File: config.mk
export PLATFORM = sky130hd
export DESIGN_NAME = pwm_peripheral_flat
export DESIGN_NICKNAME = d
export VERILOG_FILES = /design/src/rtl/pwm_peripheral_if.sv /design/src/rtl/pwm_peripheral.sv /design/src/flat_wrapper.sv
export SDC_FILE = /design/constraint.sdc
export NUM_CORES = 1
export LEC_CHECK = 0
export ABC_AREA = 1
export CORE_MARGIN = 2
export CORE_UTILIZATION = 50
export DETAILED_ROUTE_END_ITERATION = 8
export PLACE_DENSITY = 0.87
export SETUP_SLACK_MARGIN = 0.02
export SKIP_CTS_REPAIR_TIMING = 1
export SYNTH_ARGS = -nofsm -noshare
export SYNTH_HDL_FRONTEND = slang
export SYNTH_SLANG_ARGS = --single-unit
File: constraint.sdc
create_clock -name clk -period 5.4 [get_ports clk]
set_clock_uncertainty 0.05 [all_clocks]
set_input_delay 0.54 -clock clk [delete_from_list [all_inputs] [get_ports clk]]
set_output_delay 0.54 -clock clk [all_outputs]
set_load 0.05 [all_outputs]
File: src/rtl/pwm_peripheral_if.sv
// Configuration bundle from the SPI register block into the PWM peripheral.
// master = register block side, slave = PWM peripheral side.
interface pwm_peripheral_if;
    logic [7:0] en_reg_out_7_0;
    logic [7:0] en_reg_out_15_8;
    logic [7:0] en_reg_pwm_7_0;
    logic [7:0] en_reg_pwm_15_8;
    logic [7:0] pwm_duty_cycle;

    modport master (
        output en_reg_out_7_0,
        output en_reg_out_15_8,
        output en_reg_pwm_7_0,
        output en_reg_pwm_15_8,
        output pwm_duty_cycle
    );

    modport slave (
        input en_reg_out_7_0,
        input en_reg_out_15_8,
        input en_reg_pwm_7_0,
        input en_reg_pwm_15_8,
        input pwm_duty_cycle
    );
endinterface

File: src/rtl/pwm_peripheral.sv
// 16-pin output driver: each pin off, static high, or a shared PWM waveform
// with a 255-tick period and a duty value double-buffered at period boundaries.
module pwm_peripheral #(
    parameter int CLK_DIV = 13
) (
    input  logic             clk,
    input  logic             rst,
    pwm_peripheral_if.slave  cfg,
    output logic [15:0]      out,
    output logic             period_start
);
    localparam int             PW       = (CLK_DIV > 1) ? $clog2(CLK_DIV) : 1;
    localparam logic [PW-1:0]  PRE_LAST = PW'(CLK_DIV - 1);
    localparam logic [7:0]     CNT_LAST = 8'd254;

    logic [PW-1:0] prescaler;
    logic [PW-1:0] prescaler_nxt;
    logic [7:0]    pwm_cnt;
    logic [7:0]    pwm_cnt_nxt;
    logic [7:0]    duty_shadow;
    logic [7:0]    duty_shadow_nxt;
    logic          tick;
    logic          boundary;
    logic          level_nxt;
    logic [15:0]   en_out;
    logic [15:0]   en_pwm;

    assign en_out = {cfg.en_reg_out_15_8, cfg.en_reg_out_7_0};
    assign en_pwm = {cfg.en_reg_pwm_15_8, cfg.en_reg_pwm_7_0};

    always_comb begin
        tick            = (prescaler == PRE_LAST);
        boundary        = tick && (pwm_cnt == CNT_LAST);
        prescaler_nxt   = tick ? '0 : prescaler + PW'(1);
        pwm_cnt_nxt     = pwm_cnt;
        if (tick) begin
            pwm_cnt_nxt = boundary ? 8'd0 : pwm_cnt + 8'd1;
        end
        duty_shadow_nxt = boundary ? cfg.pwm_duty_cycle : duty_shadow;
        // Level is taken from next-state counter/shadow so the first pin value
        // of a new period lands on the same edge as period_start.
        level_nxt       = (duty_shadow_nxt == 8'hFF) || (pwm_cnt_nxt < duty_shadow_nxt);
    end

    always_ff @(posedge clk) begin
        if (rst) begin
            prescaler    <= '0;
            pwm_cnt      <= 8'd0;
            duty_shadow  <= 8'h00;
            out          <= 16'h0000;
            period_start <= 1'b0;
        end else begin
            prescaler    <= prescaler_nxt;
            pwm_cnt      <= pwm_cnt_nxt;
            duty_shadow  <= duty_shadow_nxt;
            out          <= en_out & (~en_pwm | {16{level_nxt}});
            period_start <= boundary;
        end
    end
endmodule

File: src/flat_wrapper.sv
// flat-port wrapper written by rule: the top's interface ports become plain ports
module pwm_peripheral_flat 
#(
    parameter int CLK_DIV = 13
)
  (clk, rst, out, period_start, cfg_en_reg_out_7_0, cfg_en_reg_out_15_8, cfg_en_reg_pwm_7_0, cfg_en_reg_pwm_15_8, cfg_pwm_duty_cycle);
  pwm_peripheral_if cfg_i ();
  input  logic clk;
  input  logic rst;
  output logic [15:0] out;
  output logic period_start;
  input wire logic [$bits(cfg_i.en_reg_out_7_0)-1:0] cfg_en_reg_out_7_0;
  input wire logic [$bits(cfg_i.en_reg_out_15_8)-1:0] cfg_en_reg_out_15_8;
  input wire logic [$bits(cfg_i.en_reg_pwm_7_0)-1:0] cfg_en_reg_pwm_7_0;
  input wire logic [$bits(cfg_i.en_reg_pwm_15_8)-1:0] cfg_en_reg_pwm_15_8;
  input wire logic [$bits(cfg_i.pwm_duty_cycle)-1:0] cfg_pwm_duty_cycle;
  assign cfg_i.en_reg_out_7_0 = cfg_en_reg_out_7_0;
  assign cfg_i.en_reg_out_15_8 = cfg_en_reg_out_15_8;
  assign cfg_i.en_reg_pwm_7_0 = cfg_en_reg_pwm_7_0;
  assign cfg_i.en_reg_pwm_15_8 = cfg_en_reg_pwm_15_8;
  assign cfg_i.pwm_duty_cycle = cfg_pwm_duty_cycle;
  pwm_peripheral #(.CLK_DIV(CLK_DIV)) u_core (.clk(clk), .rst(rst), .cfg(cfg_i), .out(out), .period_start(period_start));
endmodule
==> results.cfg <==
[worst_setup_path]
crit_start = u_core.pwm_cnt[0]
worstPathRequired_ns = 5.60
worstReg2RegStart = u_core.pwm_cnt[0]
endpoint = u_core.out[5]
cp-end-kind = register
critPathMaxFanout = 16
cp.arrival_ns = 3.27
r2r-end = u_core.out[5]
reg2reg_slack_ns = 2.32
reg2reg_depth = 15
start_kind = register
criticalPathCategory = register to register

[cts]
cts_max_level = 2
insertion_delay_ns = 0.30
cts-root-buf = clkbuf_8
cts_tree = done
cts_sinks = 37
clkTransAtPathRegs_ns = 0.08
numCtsBuffers = 5
cts_buffer_depth = 2

[detailed_routing]
firstDrtPassIters = 4
wl_um = 4110
vias_per_cell = 4.65
wl_per_cell_um = 11.3
final_antenna_net_count = 0
drc_errors = 0
dr.first_iter.drc_count = 69
vias = 1691

[logic_synthesis]
ys_warn_count = 0
syn_area_sq_um = 1930
synthDistinctLibCells = 29
seq_area_frac_synth = 0.383
synthCells = 256
avgSynthCellArea_sq_um = 7.55
syn_nets = 309
synth-seq-cells = 37

[finish]
multi_input_area_sq_um = 936
synthToLayoutAreaGrowth_pct = 37.2
fin_util = 0.718
register_area_sq_um = 741
num-nets-final = 368
diodes = 0
fillers = 299
drive_gt1_frac = 0.104
final_cells = 364

[sta]
final_max_slew_viol_count = 0
tightest_slew_ns = 0.722
finalCritPeriodShare = 0.570
fin_crit_ns = 3.08
timing.hold.ws_ns = 0.430
fmaxAchievable_mhz = 325
setup_tns_ns = 0
grt_setup_unrepaired = no
finalHoldViolations = 0
slew_headroom = 0.517
finalSetupViolCount = 0

[placed_design]
io_buffers = 58
dp_cells = 356
gp_congestion = 0.836
hpwl_um = 3090

[outcome]
outcome = finished, final reports clean

[die]
start_util = 0.524
dieArea_sq_um = 4380
die_h_um = 66.2
pin_count = 59
rows = 22
core_area_sq_um = 3690
die_w_um = 66.2

[pwr]
ir_drop_mv = 0.217
power.total_mw = 0.609
p_per_area_nw_per_um2 = 230
power.leakage_nw = 1.33

[job]
cap_violations = 0

[global_routing]
grt_max_degree = 35
grt_use_total = 0.209
first_global_vias = 1644
antenna_found_initial = 0
grt.overflow.total = 0
grt_pass1_wl_um = 6870

[worst_hold_path]
holdCritPathClass = register to register
hold_start = u_core.prescaler[0]
cells in the mapped netlist:
master / count / area, sq um
inv_1: 53 / 199
nand2_1: 49 / 184
nor2_1: 39 / 146
dfxtp_1: 37 / 741
ha_1: 11 / 138
nand3_2: 11 / 110
nand3_1: 10 / 50.1
a21oi_1: 8 / 40.0
clkbuf_1: 4 / 15.0
mux2i_4: 4 / 90.1
a211oi_1: 3 / 22.5
inv_2: 3 / 11.3
nor3_1: 3 / 15.0
nor4_1: 3 / 18.8
buf_6: 2 / 22.5
nand4_1: 2 / 12.5
o21bai_1: 2 / 15.0
a21boi_1: 1 / 7.51
buf_4: 1 / 7.51
nand2_2: 1 / 6.26
nand3_4: 1 / 17.5
nand3b_1: 1 / 7.51
nor2_2: 1 / 6.26
nor2_4: 1 / 11.3
nor3_2: 1 / 10.0
o21a_1: 1 / 7.51
o21ai_1: 1 / 5.00
or2_2: 1 / 6.26
xnor2_1: 1 / 8.76
layer usage:
layer	vias to the layer above	global-route usage	routed length (um)
met4	0	0.0714	74
met3	8	0.0971	417
met1	727	0.238	1720
met2	60	0.343	1890
li1	896	-	-
met5	-	0	0
how the worst min path moves through the flow:
stage / end / slack (ns) / cells past startpoint
2_1_floorplan: u_core.prescaler[0] / 0.38 / 1
3_3_place_gp: u_core.prescaler[0] / 0.39 / 1
3_5_place_dp: u_core.prescaler[0] / 0.41 / 1
4_1_cts: u_core.prescaler[0] / 0.43 / 1
5_1_grt: u_core.prescaler[0] / 0.46 / 1
6_report: u_core.prescaler[0] / 0.43 / 1
stage by stage:
| step | instance area (sq um) | setup WS (ns) |
|---|---|---|
| 6_report | 2650 | 2.32 |
| 5_1_grt | 2650 | 1.96 |
| 4_1_cts | 2650 | 2.28 |
| 3_5_place_dp | 2530 | 2.31 |
| 3_3_place_gp | 2530 | 2.40 |
| 2_1_floorplan | 1930 | 2.93 |
worst max-delay path: stages (launching register included):
cell	delay, ns
dfxtp_1	0.35
inv_1	0.09
ha_1	0.15
inv_1	0.04
nor2_1	0.21
nand3_4	0.27
nand2_1	0.12
a21boi_1	0.34
ha_1	0.30
nand2_1	0.09
nor2_1	0.05
a211oi_1	0.16
nand2_1	0.47
nand3_1	0.21
nand2_1	0.07
inv_1	0.05
cells by family (layout without fill, tap and decap cells):
| group | Yosys count | count (layout) | synth area share |
|---|---|---|---|
| adder cells (fa/ha/maj) | 11 | 11 | 0.0712 |
| XOR/XNOR | 1 | 1 | 0.00453 |
| buffers and inverters | 63 | 123 | 0.132 |
| AO/OA/AOI/OAI | 16 | 16 | 0.0505 |
| AND/OR/NAND/NOR | 124 | 124 | 0.312 |
| flip-flops | 37 | 37 | 0.383 |
| multiplexers | 4 | 4 | 0.0466 |
flip-flops by register name (all words and copies together) (netlist names):
register / count
u_core.out: 16
u_core.duty_shadow: 8
u_core.pwm_cnt: 8
u_core.prescaler: 4
u_core.period_start: 1
cell usage in the layout (no fill, tap or decap):
| cell | count |
|---|---|
| clkbuf_8 | 5 |
| nand3b_1 | 1 |
| clkinv_4 | 1 |
| nand3_4 | 1 |
| clkdlybuf4s50_1 | 58 |
| nor2_2 | 1 |
| nand3_2 | 11 |
| nand3_1 | 10 |
| nor4_1 | 3 |
| ha_1 | 11 |
| nand2_1 | 49 |
| inv_2 | 3 |
| nor2_4 | 1 |
| or2_2 | 1 |
| nand2_2 | 1 |
| inv_1 | 53 |
| buf_4 | 1 |
| nor3_2 | 1 |
| o21bai_1 | 2 |
| xnor2_1 | 1 |
| o21ai_1 | 1 |
| a21oi_1 | 8 |
| bufinv_16 | 1 |
| nor2_1 | 39 |
| dfxtp_1 | 37 |
| nor3_1 | 3 |
| o21a_1 | 1 |
| a211oi_1 | 3 |
| clkinvlp_4 | 1 |
| mux2i_4 | 4 |
| a21boi_1 | 1 |
| nand4_1 | 2 |
power by group:
group | leakage [nW] | internal (mW) | switching [mW] | total (mW)
sequential | 0.301 | 0.279 | 0.00345 | 0.283
combinational | 0.975 | 0.0434 | 0.0385 | 0.0819
clock | 0.0543 | 0.138 | 0.106 | 0.245
total | 1.33 | 0.461 | 0.148 | 0.609
area by class of cell:
cell class,instances,share of cell area
multi-input combinational,156,0.353
sequential,37,0.280
timing repair buffer,59,0.222
inverter,56,0.0793
clock buffer,5,0.0260
tap,48,0.0227
clock inverter,3,0.0175
Note: power is estimated with default switching activity, not from simulation.
==> edit 1, RTL diff (config.mk and constraints unchanged) <==
Register the output `out` once more, cleared by the reset; this adds one clock of latency there. The other outputs are not delayed to match.
--- a/src/rtl/pwm_peripheral.sv
+++ b/src/rtl/pwm_peripheral.sv
@@ -12,6 +12,8 @@
     localparam int             PW       = (CLK_DIV > 1) ? $clog2(CLK_DIV) : 1;
     localparam logic [PW-1:0]  PRE_LAST = PW'(CLK_DIV - 1);
     localparam logic [7:0]     CNT_LAST = 8'd254;
+
+    logic [15:0] out_s0;
 
     logic [PW-1:0] prescaler;
     logic [PW-1:0] prescaler_nxt;
@@ -47,15 +49,23 @@
             prescaler    <= '0;
             pwm_cnt      <= 8'd0;
             duty_shadow  <= 8'h00;
-            out          <= 16'h0000;
+            out_s0       <= 16'h0000;
             period_start <= 1'b0;
         end else begin
             prescaler    <= prescaler_nxt;
             pwm_cnt      <= pwm_cnt_nxt;
             duty_shadow  <= duty_shadow_nxt;
-            out          <= en_out & (~en_pwm | {16{level_nxt}});
+            out_s0       <= en_out & (~en_pwm | {16{level_nxt}});
             period_start <= boundary;
         end
     end
+    always_ff @(posedge clk) begin
+        if (rst) begin
+            out <= '0;
+        end else begin
+            out <= out_s0;
+        end
+    end
+
 endmodule
 
Formal check against the unedited RTL: not equivalent (a bounded check fails within 4 cycles, from zero or initial values and one cycle with rst high).
==> edit 1 against the unedited design <==
  * Sequential power increased by 43%
  * Sequential cell count increased by 16
  * Count of clock-buffer cells in the layout increased by 1
  * Highest routed layer unchanged
  * Area after synthesis increased by 24%
  * Largest power group unchanged
  * Critical endpoint is now u_core.out_s0[15]$_SDFF_PP0_
  * Global-route usage decreased by 1.9 points
  * Hold slack got worse by 0.078 ns
  * Total power increased by 22%
  * Cell area increased by 16%
  * Routed wire length increased by 12%
  * Die area increased by 22%
  * Worst setup slack improved by 0.095 ns
  * Largest cell class is now registers
==> edit 1: results <==
metrics = {
    "status": {
        "outcome": "finished clean",
    },
    "clock_network": {
        "clk_pin_slew_ns": 0.10,
        "cts.sinks": 53,
        "numCtsBuffers": 5,
    },
    "route": {
        "top_layer": "met4",
        "drt_pass1_iterations": 4,
        "dr.first_iter.drc_count": 99,
        "wirelength_mm": 4.609,
        "wl_met2_mm": 2.470,
        "vias_per_cell": 4.663,
        "wl_met3_um": 146,
        "wl_met1_mm": 1.837,
    },
    "logic_synthesis": {
        "avgSynthCellArea_um2": 7.676,
        "synthFlopType": "dfxtp_1",
        "postSynth.asyncResetShare": 0,
        "ys_warn_count": 0,
        "synth_mux_area_frac": 0,
        "synth_fp_nets": 365,
        "yosysSeqAreaShare": 0.4431,
        "synth_fa_ha_area_frac": 0.05747,
        "synth_compound_area_frac": 0.05068,
        "synth-xor-area-share": 0.007315,
        "synth_common_cells": "inv_1, dfxtp_1, nor2_1",
        "synth.distinct_cells": 35,
        "synthTopCellsByArea": "dfxtp_1, inv_1, nor2_1",
    },
    "grt": {
        "grt_pass1_wl_mm": 7.928,
        "use_met1": 0.1976,
        "grt_pass1_vias": 1982,
        "antenna_found_initial": 0,
        "grtUsageMet2": 0.3694,
        "grt_max_degree": 51,
        "met3_usage": 0.02901,
        "grtUsageTotal": 0.1895,
    },
    "cells_and_area": {
        "n_clock_buffer": 6,
        "nNonClkInverters": 76,
        "drive_above_1_share": 0.08108,
        "n_fill_cell": 387,
        "multiInputGateArea_um2": 972.2,
        "final-clk-cell-share": 0.03622,
        "largestRegisters": "u_core.out x16, u_core.out_s0 x16",
        "area_share_nonclk_buffers": 0.1872,
        "num-nonclk-buffers": 58,
        "sh_seq_area": 0.3451,
        "areaGrowthSynthToFinish_pct": 28.37,
        "multi_input_cells": 175,
        "finalNonFillerCells": 424,
    },
    "pwr": {
        "p_per_area_mw_per_mm2": 242.3,
        "irDropWorstVdd_uv": 169.5,
        "p_int_uw": 581.0,
        "pg_comb_uw": 75.8,
        "seqPwrFrac": 0.543,
        "p_leak_uw": 0.001543,
    },
    "sta": {
        "relSlewSlack": 0.4271,
    },
    "placed_design": {
        "place_area_mm2": 0.002963,
        "place_hpwl_mm": 3.398,
        "gp_congestion": 0.8119,
    },
    "floorplan": {
        "nWellTaps": 54,
    },
}
-- edit 1: changes by cell type after synthesis, sizes merged, moves of 2 or more --
cell / delta
mux2i: -4
dfxtp: +16
nor2: +15
nand2: +2
inv: +18
a21boi: +2
clkinv: +2
-- edit 1: worst paths after layout --
check | from | end | slack (ns) | cells past startpoint
min | u_core.out_s0[5]$_SDFF_PP0_ | u_core.out[5]$_SDFF_PP0_ | 0.35 | 2
min reg2reg | u_core.out_s0[5]$_SDFF_PP0_ | u_core.out[5]$_SDFF_PP0_ | 0.35 | 2
max reg2reg | u_core.prescaler[0]$_SDFF_PP0_ | u_core.out_s0[15]$_SDFF_PP0_ | 2.42 | 15
max | u_core.prescaler[0]$_SDFF_PP0_ | u_core.out_s0[15]$_SDFF_PP0_ | 2.42 | 15
-- edit 1: worst max-delay path, stage by stage, from the launching register on --
cell and delay [ns]:
dfxtp_1 0.35, inv_1 0.06, ha_1 0.19, clkinv_1 0.11
nor2_4 0.19, nand3_4 0.22, or2_1 0.29, o21ai_0 0.17
ha_1 0.33, a21oi_1 0.13, nor2_1 0.05, a211oi_1 0.21
nand2_2 0.32, nand3_1 0.17, nand2_1 0.06, inv_1 0.04
-- edit 1: logic make-up (layout without fill, tap and decap cells) --
| logic type | Yosys count | count (layout) |
|---|---|---|
| AO/OA/AOI/OAI | 19 | 19 |
| XOR/XNOR | 2 | 2 |
| adder cells (fa/ha/maj) | 11 | 11 |
| buffers and inverters | 84 | 142 |
| flip-flops | 53 | 53 |
| AND/OR/NAND/NOR | 143 | 143 |
-- edit 1: stage by stage --
step                      hold WS, ns  worst slack [ns]
after floorplan                0.3383             2.877
final                          0.3512             2.418
after global placement         0.3398             2.549
after CTS                      0.3523             2.408
after global routing           0.3789             2.089
after detailed placement       0.3431             2.475
==> edit 2, RTL diff (same flow settings) <==
Without the edit above. `CLK_DIV` is set to 13 in 2 places; all go to 14.
--- a/src/rtl/pwm_peripheral.sv
+++ b/src/rtl/pwm_peripheral.sv
@@ -1,7 +1,7 @@
 // 16-pin output driver: each pin off, static high, or a shared PWM waveform
 // with a 255-tick period and a duty value double-buffered at period boundaries.
 module pwm_peripheral #(
-    parameter int CLK_DIV = 13
+    parameter int CLK_DIV = 14
 ) (
     input  logic             clk,
     input  logic             rst,
--- a/src/flat_wrapper.sv
+++ b/src/flat_wrapper.sv
@@ -1,7 +1,7 @@
 // flat-port wrapper written by rule: the top's interface ports become plain ports
 module pwm_peripheral_flat 
 #(
-    parameter int CLK_DIV = 13
+    parameter int CLK_DIV = 14
 )
   (clk, rst, out, period_start, cfg_en_reg_out_7_0, cfg_en_reg_out_15_8, cfg_en_reg_pwm_7_0, cfg_en_reg_pwm_15_8, cfg_pwm_duty_cycle);
   pwm_peripheral_if cfg_i ();
Check against the original RTL: no difference found for any inputs over 10 cycles, from zero or initial values and one cycle with rst high; that may be too few to reach the edited logic, so the function may still have changed.
==> edit 2 against the unedited design <==
  * Global-route usage grew 0.97 points
  * Hold slack gained 0.0015 ns
  * Total power shrank 9.9%
  * Largest cell class unchanged
  * Cell area shrank 2.4%
  * Routed wire length grew 5.3%
  * Highest routed layer unchanged
  * Critical path type unchanged
  * Largest power group unchanged
  * Worst setup slack gained 0.10 ns
  * Area after synthesis shrank 0.97%
  * Sequential cell count is the same
==> edit 2: results <==
metrics = {
    "cells_and_area": {
        "drive_above_1_share": 0.1195,
        "finalNonFillerCells": 366,
        "areaGrowthSynthToFinish_pct": 35.25,
        "sh_seq_area": 0.2863,
        "n_clock_buffer": 6,
        "layout.nets": 370,
        "final-clk-cell-share": 0.03191,
        "ff_latch_area_um2": 740.7,
        "multi_input_area_share": 0.3486,
        "area_share_nonclk_buffers": 0.2273,
        "nNonClkInverters": 57,
    },
    "pwr": {
        "p_leak_uw": 0.001292,
        "pg_clk_uw": 186,
        "netSwitchingFraction": 0.2500,
        "p_per_area_mw_per_mm2": 212.2,
        "seqPwrFrac": 0.515,
    },
    "logic_synthesis": {
        "avgSynthCellArea_um2": 7.386,
        "synthTopCellsByArea": "dfxtp_1, inv_1, nand2_1",
        "synth_common_cells": "inv_1, nand2_1, dfxtp_1",
        "yosysSeqAreaShare": 0.3872,
        "synth_fp_nets": 312,
        "synth.distinct_cells": 30,
    },
    "grt": {
        "grtUsageTotal": 0.2185,
        "grt_pass1_wl_mm": 7.272,
    },
    "sta": {
        "worst_pin_slew_ns": 0.5306,
        "holdWs_ns": 0.4311,
        "fmax_mhz": 336.4,
    },
    "setup_path": {
        "arrival_ns": 3.17,
        "path_max_fanout": 16,
        "reg2reg_from": "u_core.prescaler[0]$_SDFF_PP0_",
        "r2r_cells": 14,
        "max_stage_delay_ns": 0.38,
        "crit_slowest_cell": "dfxtp_1",
    },
    "placed_design": {
        "place_ws_ns": 2.489,
        "place_inst": 358,
        "gp_congestion": 0.7645,
        "place_area_mm2": 0.002505,
        "place_hpwl_mm": 3.190,
        "port_buffers": 58,
    },
    "status": {
        "outcome": "finished clean",
    },
    "route": {
        "wire_per_inst_um": 11.81,
        "dr.first_iter.drc_count": 123,
    },
}
## edit 2: logic make-up (layout without fill, tap and decap cells)
family	Yosys count	after routing	synth area share
and+or+nand+nor	124	124	0.3231
buffers and inverters	65	124	0.1413
DFF	37	37	0.3872
AOI/OAI and AO/OA	20	20	0.06475
adders and majority gates	11	11	0.07194
xor gates and xnor gates	1	1	0.004579
muxes	1	1	0.007193
## edit 2: per-layer routing
metal | wire (um) | track usage
met1 | 1812 | 0.2492
met2 | 2256 | 0.3889
met3 | 184 | 0.05963
met4 | 71 | 0.07552
met5 | 0 | 0
## edit 2: how the worst max path moves through the flow
stage,end
detailed placement,u_core.out[5]$_SDFF_PP0_
CTS,u_core.out[5]$_SDFF_PP0_
floorplan,u_core.out[10]$_SDFF_PP0_
global route,u_core.out[5]$_SDFF_PP0_
global placement,u_core.out[1]$_SDFF_PP0_
finish,u_core.out[5]$_SDFF_PP0_
